===== src/rtl/seq_tx.sv =====
// Serial pattern transmitter: sends data[len-1:0] MSB first, rep+1 times,
// with a one-cycle zero gap between passes. Define SEQ_TX_PARITY_EN to append an odd-parity bit per pass.
module seq_tx #(
    parameter int DW = 8
) (
    input  logic                  clk,
    input  logic                  rstn,
    input  logic                  start,
    input  logic [DW-1:0]         data,
    input  logic [$clog2(DW):0]   len,
    input  logic [3:0]            rep,
    output logic                  ready,
    output logic                  out,
    output logic                  busy,
    output logic                  done
);

    localparam int LW = $clog2(DW) + 1;
    localparam logic [LW-1:0] DW_L = LW'(DW);

    typedef enum logic [2:0] {
        IDLE  = 3'd0,
        SHIFT = 3'd1,
        GAP   = 3'd2,
        DONE  = 3'd3
`ifdef SEQ_TX_PARITY_EN
        , PAR = 3'd4
`endif
    } state_t;

    state_t          state_q, state_d;
    logic [DW-1:0]   data_q, data_d;
    logic [LW-1:0]   len_q, len_d;
    logic [3:0]      rep_q, rep_d;
    logic [LW-1:0]   bit_q, bit_d;
    logic [3:0]      pass_q, pass_d;
    logic            out_d, done_d, busy_d;
    logic [LW-1:0]   len_eff;
    logic            last_pass;

    function automatic logic bit_at(input logic [DW-1:0] d, input logic [LW-1:0] idx);
        logic [DW-1:0] s;
        s = d >> idx;
        return s[0];
    endfunction

    // Zero and out-of-range lengths both select the full word width.
    assign len_eff   = (len == '0 || len > DW_L) ? DW_L : len;
    assign last_pass = (pass_q == rep_q);
    assign ready     = (state_q == IDLE);

`ifdef SEQ_TX_PARITY_EN
    logic [DW-1:0] field_mask;
    logic          parity;
    assign field_mask = {DW{1'b1}} >> (DW_L - len_q);
    assign parity     = ~^(data_q & field_mask);
`endif

    always_comb begin
        // NOTE: every signal written here gets a default first, so no path leaves a latch.
        state_d = state_q;
        data_d  = data_q;
        len_d   = len_q;
        rep_d   = rep_q;
        bit_d   = bit_q;
        pass_d  = pass_q;
        out_d   = 1'b0;

        case (state_q)
            IDLE: begin
                if (start) begin
                    data_d  = data;
                    len_d   = len_eff;
                    rep_d   = rep;
                    bit_d   = len_eff - 1'b1;
                    pass_d  = '0;
                    out_d   = bit_at(data, len_eff - 1'b1);
                    state_d = SHIFT;
                end
            end
            SHIFT: begin
                if (bit_q != '0) begin
                    bit_d = bit_q - 1'b1;
                    out_d = bit_at(data_q, bit_q - 1'b1);
                end else begin
`ifdef SEQ_TX_PARITY_EN
                    out_d   = parity;
                    state_d = PAR;
`else
                    state_d = last_pass ? DONE : GAP;
`endif
                end
            end
`ifdef SEQ_TX_PARITY_EN
            PAR: state_d = last_pass ? DONE : GAP;
`endif
            GAP: begin
                pass_d  = pass_q + 1'b1;
                bit_d   = len_q - 1'b1;
                out_d   = bit_at(data_q, len_q - 1'b1);
                state_d = SHIFT;
            end
            DONE:    state_d = IDLE;
            default: state_d = IDLE;
        endcase

        done_d = (state_d == DONE);
        busy_d = (state_d != IDLE);
    end

    // NOTE: sequential state uses non-blocking assignments so all flops update together at the edge.
    always_ff @(posedge clk or negedge rstn) begin
        if (!rstn) begin
            state_q <= IDLE;
            data_q  <= '0;
            len_q   <= '0;
            rep_q   <= '0;
            bit_q   <= '0;
            pass_q  <= '0;
            out     <= 1'b0;
            busy    <= 1'b0;
            done    <= 1'b0;
        end else begin
            state_q <= state_d;
            data_q  <= data_d;
            len_q   <= len_d;
            rep_q   <= rep_d;
            bit_q   <= bit_d;
            pass_q  <= pass_d;
            out     <= out_d;
            busy    <= busy_d;
            done    <= done_d;
        end
    end

endmodule


===== config.mk =====
export PLATFORM = sky130hd
export DESIGN_NAME = seq_tx
export DESIGN_NICKNAME = d
export VERILOG_FILES = /design/src/rtl/seq_tx.sv
export SDC_FILE = /design/constraint.sdc
export NUM_CORES = 1
export LEC_CHECK = 0
export ABC_CLOCK_PERIOD_IN_PS = 1700
export BUFFER_PORTS_ARGS = -buffer_cell sky130_fd_sc_hd__buf_2
export CELL_PAD_IN_SITES_DETAIL_PLACEMENT = 2
export CELL_PAD_IN_SITES_GLOBAL_PLACEMENT = 2
export CORE_UTILIZATION = 33
export DETAILED_ROUTE_END_ITERATION = 16
export HOLD_SLACK_MARGIN = 0.15
export PLACE_DENSITY = 0.83
export SLEW_MARGIN = 10
export SYNTH_ARGS = -nofsm -noshare
export SYNTH_HDL_FRONTEND = slang
export SYNTH_SLANG_ARGS = --single-unit

===== constraint.sdc =====
create_clock -name clk -period 1.7 [get_ports clk]
set_input_delay 0.17 -clock clk [delete_from_list [all_inputs] [get_ports clk]]
set_output_delay 0.17 -clock clk [all_outputs]
set_load 0.05 [all_outputs]

==> run_results.csv <==
group,metric,value,unit
outcome,status,"finished, violations left",
outcome,violations,"setup timing",
clock_tree,insertion_delay,0.29,ns
clock_tree,clock-sinks,30,
placement,port_buffers,22,
timing,tns,-0.00123,ns
hold_path,min_path_cells,3,
layout,area_growth,30.4,%
floorplan,die_x,73.4,um
layout,final_nets,219,
drt,firstDrtPassIters,4,
pwr,swShare,34.6,%
yosys,synth_warnings,0,
drt,drc,0,
clock_tree,cts_buffers,5,
yosys,yosysUniqueCellTypes,40,
clock_tree,cts_max_path_buffers,2,
placement,postPlaceCellArea,1910,um2
timing,hold_viol_final,0,
timing,setup_ws,-0.00123,ns
global_routing,grtUsageTotal,20.2,%
floorplan,start_util,35.0,%
timing,rsz0062_at_grt,"yes",
worst_setup_path,cp.required,1.87,ns
drt,vias,1369,
pwr,p_per_area,1250,nW/um2
floorplan,num_io_pins,23,
pwr,p_comb_share,39.9,%
layout,final_common_cell,"dfrtp_1",
worst_setup_path,path_class,"reg -> reg",
drt,via_per_inst,5.19,
layout,layout-drive-gt1-share,37.6,%
hold_path,hold_class,"in -> reg",
run,max_cap_viol_count,0,
global_routing,grt_antenna_before_repair,0,
yosys,mappedNetlistArea,1680,um2
clock_tree,root_buffer,"clkbuf_8",
pwr,pwr-share-seq,37.9,%
yosys,synthArstFlopShare,100,%
worst_setup_path,worstPathArrival,1.87,ns
global_routing,grt_max_degree,31,
timing,tightest_slew,0.700,ns
timing,timing.final.max_slew_violations,0,
pwr,switching_power,953,uW
layout,final_area,2200,um2
yosys,synth_area_per_cell,10.9,um2
clock_tree,htreeDepth,2,
timing,fin_skew,0.00714,ns
global_routing,grt_overflow,0,
timing,hold_ws,0.150,ns
timing,period_minus_slack,1.70,ns
global_routing,grt_pass1_vias,1527,
yosys,synth-edff-count,0,
drt,wl_per_cell,18.2,um
timing,final-setup-viol-count,1,
pwr,clock_power_share,22.2,%
layout,final_cell_mix,"dfrtp_1, buf_2, mux2_2, dlygate4sd3_1, o21ai_0",
timing,max_freq,588,MHz
yosys,ys_seq_area_share,44.6,%
yosys,synth-seq-cells,30,
timing,slew_headroom,53.4,%
timing,fin_crit_sh,100,%
yosys,netlist_instances,154,
drt,antenna_left,0,
layout,num_antenna_cells,0,
floorplan,dieArea,5390,um2
pwr,finalPower,2750,uW
drt,routed_wl,4.81,mm
pwr,p_leak,0.000941,uW
worst_setup_path,cp_max_fo,7,
worst_setup_path,worst_setup_path_start_kind,"flip-flop",
floorplan,die_y,73.4,um
placement,dp_hpwl,3.40,mm
worst_setup_path,reg2regPathDepth,5,
floorplan,fp.coreArea,4820,um2
yosys,synth_fp_nets,177,
clock_tree,path_clk_slew,0.06,ns
pwr,internal_power,1800,uW
global_routing,grt_first_pass_wirelength,7.78,mm
pwr,vdd_drop_max,0.597,mV
clock_tree,cts_tree,"done",
worst_setup_path,crit_path_end_kind,"flip-flop",
floorplan,placementRows,25,
yosys,synthFlopType,"dfrtp_1",
placement,place.gp.congestion,0.826,
drt,drt_iter0_markers,31,
routing by layer:
metal | track usage (%) | up-vias | share of wire (%) | routed length [um]
li1 | - | 635 | - | -
met2 | 36.8 | 36 | 53 | 2560
met4 | 7.91 | 0 | 2.1 | 103
met3 | 5.49 | 10 | 3.8 | 184
met1 | 22.3 | 688 | 41 | 1950
met5 | 0 | - | 0 | 0
cells by family (layout without fill, tap and decap cells):
group | after synthesis | after routing | share of synthesized area [%]
xor+xnor | 10 | 10 | 5.20
fa+ha+maj | 4 | 4 | 2.97
mux | 20 | 20 | 15.8
flops | 30 | 30 | 44.6
simple gates | 44 | 44 | 14.4
compound gates | 31 | 31 | 12.6
buf+inv | 14 | 57 | 4.16
other cells | 1 | 1 | 0.223
registers in the layout (all words and copies together), names as in the netlist:
name / flops
bit_q: 4
busy: 1
data_q: 8
done: 1
len_q: 4
out: 1
pass_q: 4
rep_q: 4
state_q: 3
critical path, cell delays in order (launching register included):
cell and delay, ns:
dfrtp_1 0.43, or4b_4 0.56, and2_4 0.18, o21ai_4 0.11
nand2_1 0.09, a22o_1 0.21
synthesized netlist by cell type, drive strengths merged, types with 3 or more instances:
cell type	instances	area share [%]
mux4	4	5.3
nor2	10	2.2
mux2i	3	1.8
nand2b	4	1.5
or3b	3	1.6
a21oi	3	0.89
dfrtp	30	45
clkbuf	6	1.4
nor3	6	1.8
buf	3	1.6
mux2	13	8.7
nand2	9	2.0
xor2	3	1.6
o21ai	14	5.1
inv	5	1.1
xnor2	7	3.6
nor3b	4	1.8
ha	4	3.0
o221ai	3	1.6
cell type report:
cell class | instances | area (um2)
fillers | 517 | 2620
multi-input cells | 110 | 937
flip-flops and latches | 30 | 752
repair buffers | 44 | 309
well taps | 67 | 83.8
clock buffers | 6 | 82.6
inverters | 5 | 18.8
clock inverters | 2 | 12.5
path summary, 6_finish.rpt:
path	start	to	slack, ns
max	state_q[2]	bit_q[0]	-0.001
min	start	busy	0.15
max reg2reg	state_q[2]	bit_q[0]	-0.001
min reg2reg	rep_q[1]	rep_q[1]	0.54
max in group asynchronous	rstn	state_q[0]	0.73
min in group asynchronous	rstn	pass_q[3]	0.48
timing repair:
action                     4_1_cts  5_1_grt
pin swaps                        2        2
hold buffers                    12        0
hold endpoints to repair        41        0
setup endpoints to repair        2       10
gates resized for setup          9        7
buffers inserted                 1        0
power by group through the flow:
stage	sequential (uW)	combinational [uW]	clock, uW
finish	1040	1100	610
global route	1060	1190	660
CTS	1030	1070	631
detailed placement	1040	950	0
global placement	1020	899	0
floorplan	1030	666	0
metrics by stage:
step	cells	util [%]	worst slack [ns]
2_1_floorplan	154	-	-0.0357
3_3_place_gp	244	39.7	0.0542
3_5_place_dp	244	39.7	-0.0873
4_1_cts	265	45.1	-0.00850
5_1_grt	264	45.6	-0.0524
6_report	264	45.6	-0.00123
Power figures use the tool's default switching activity.
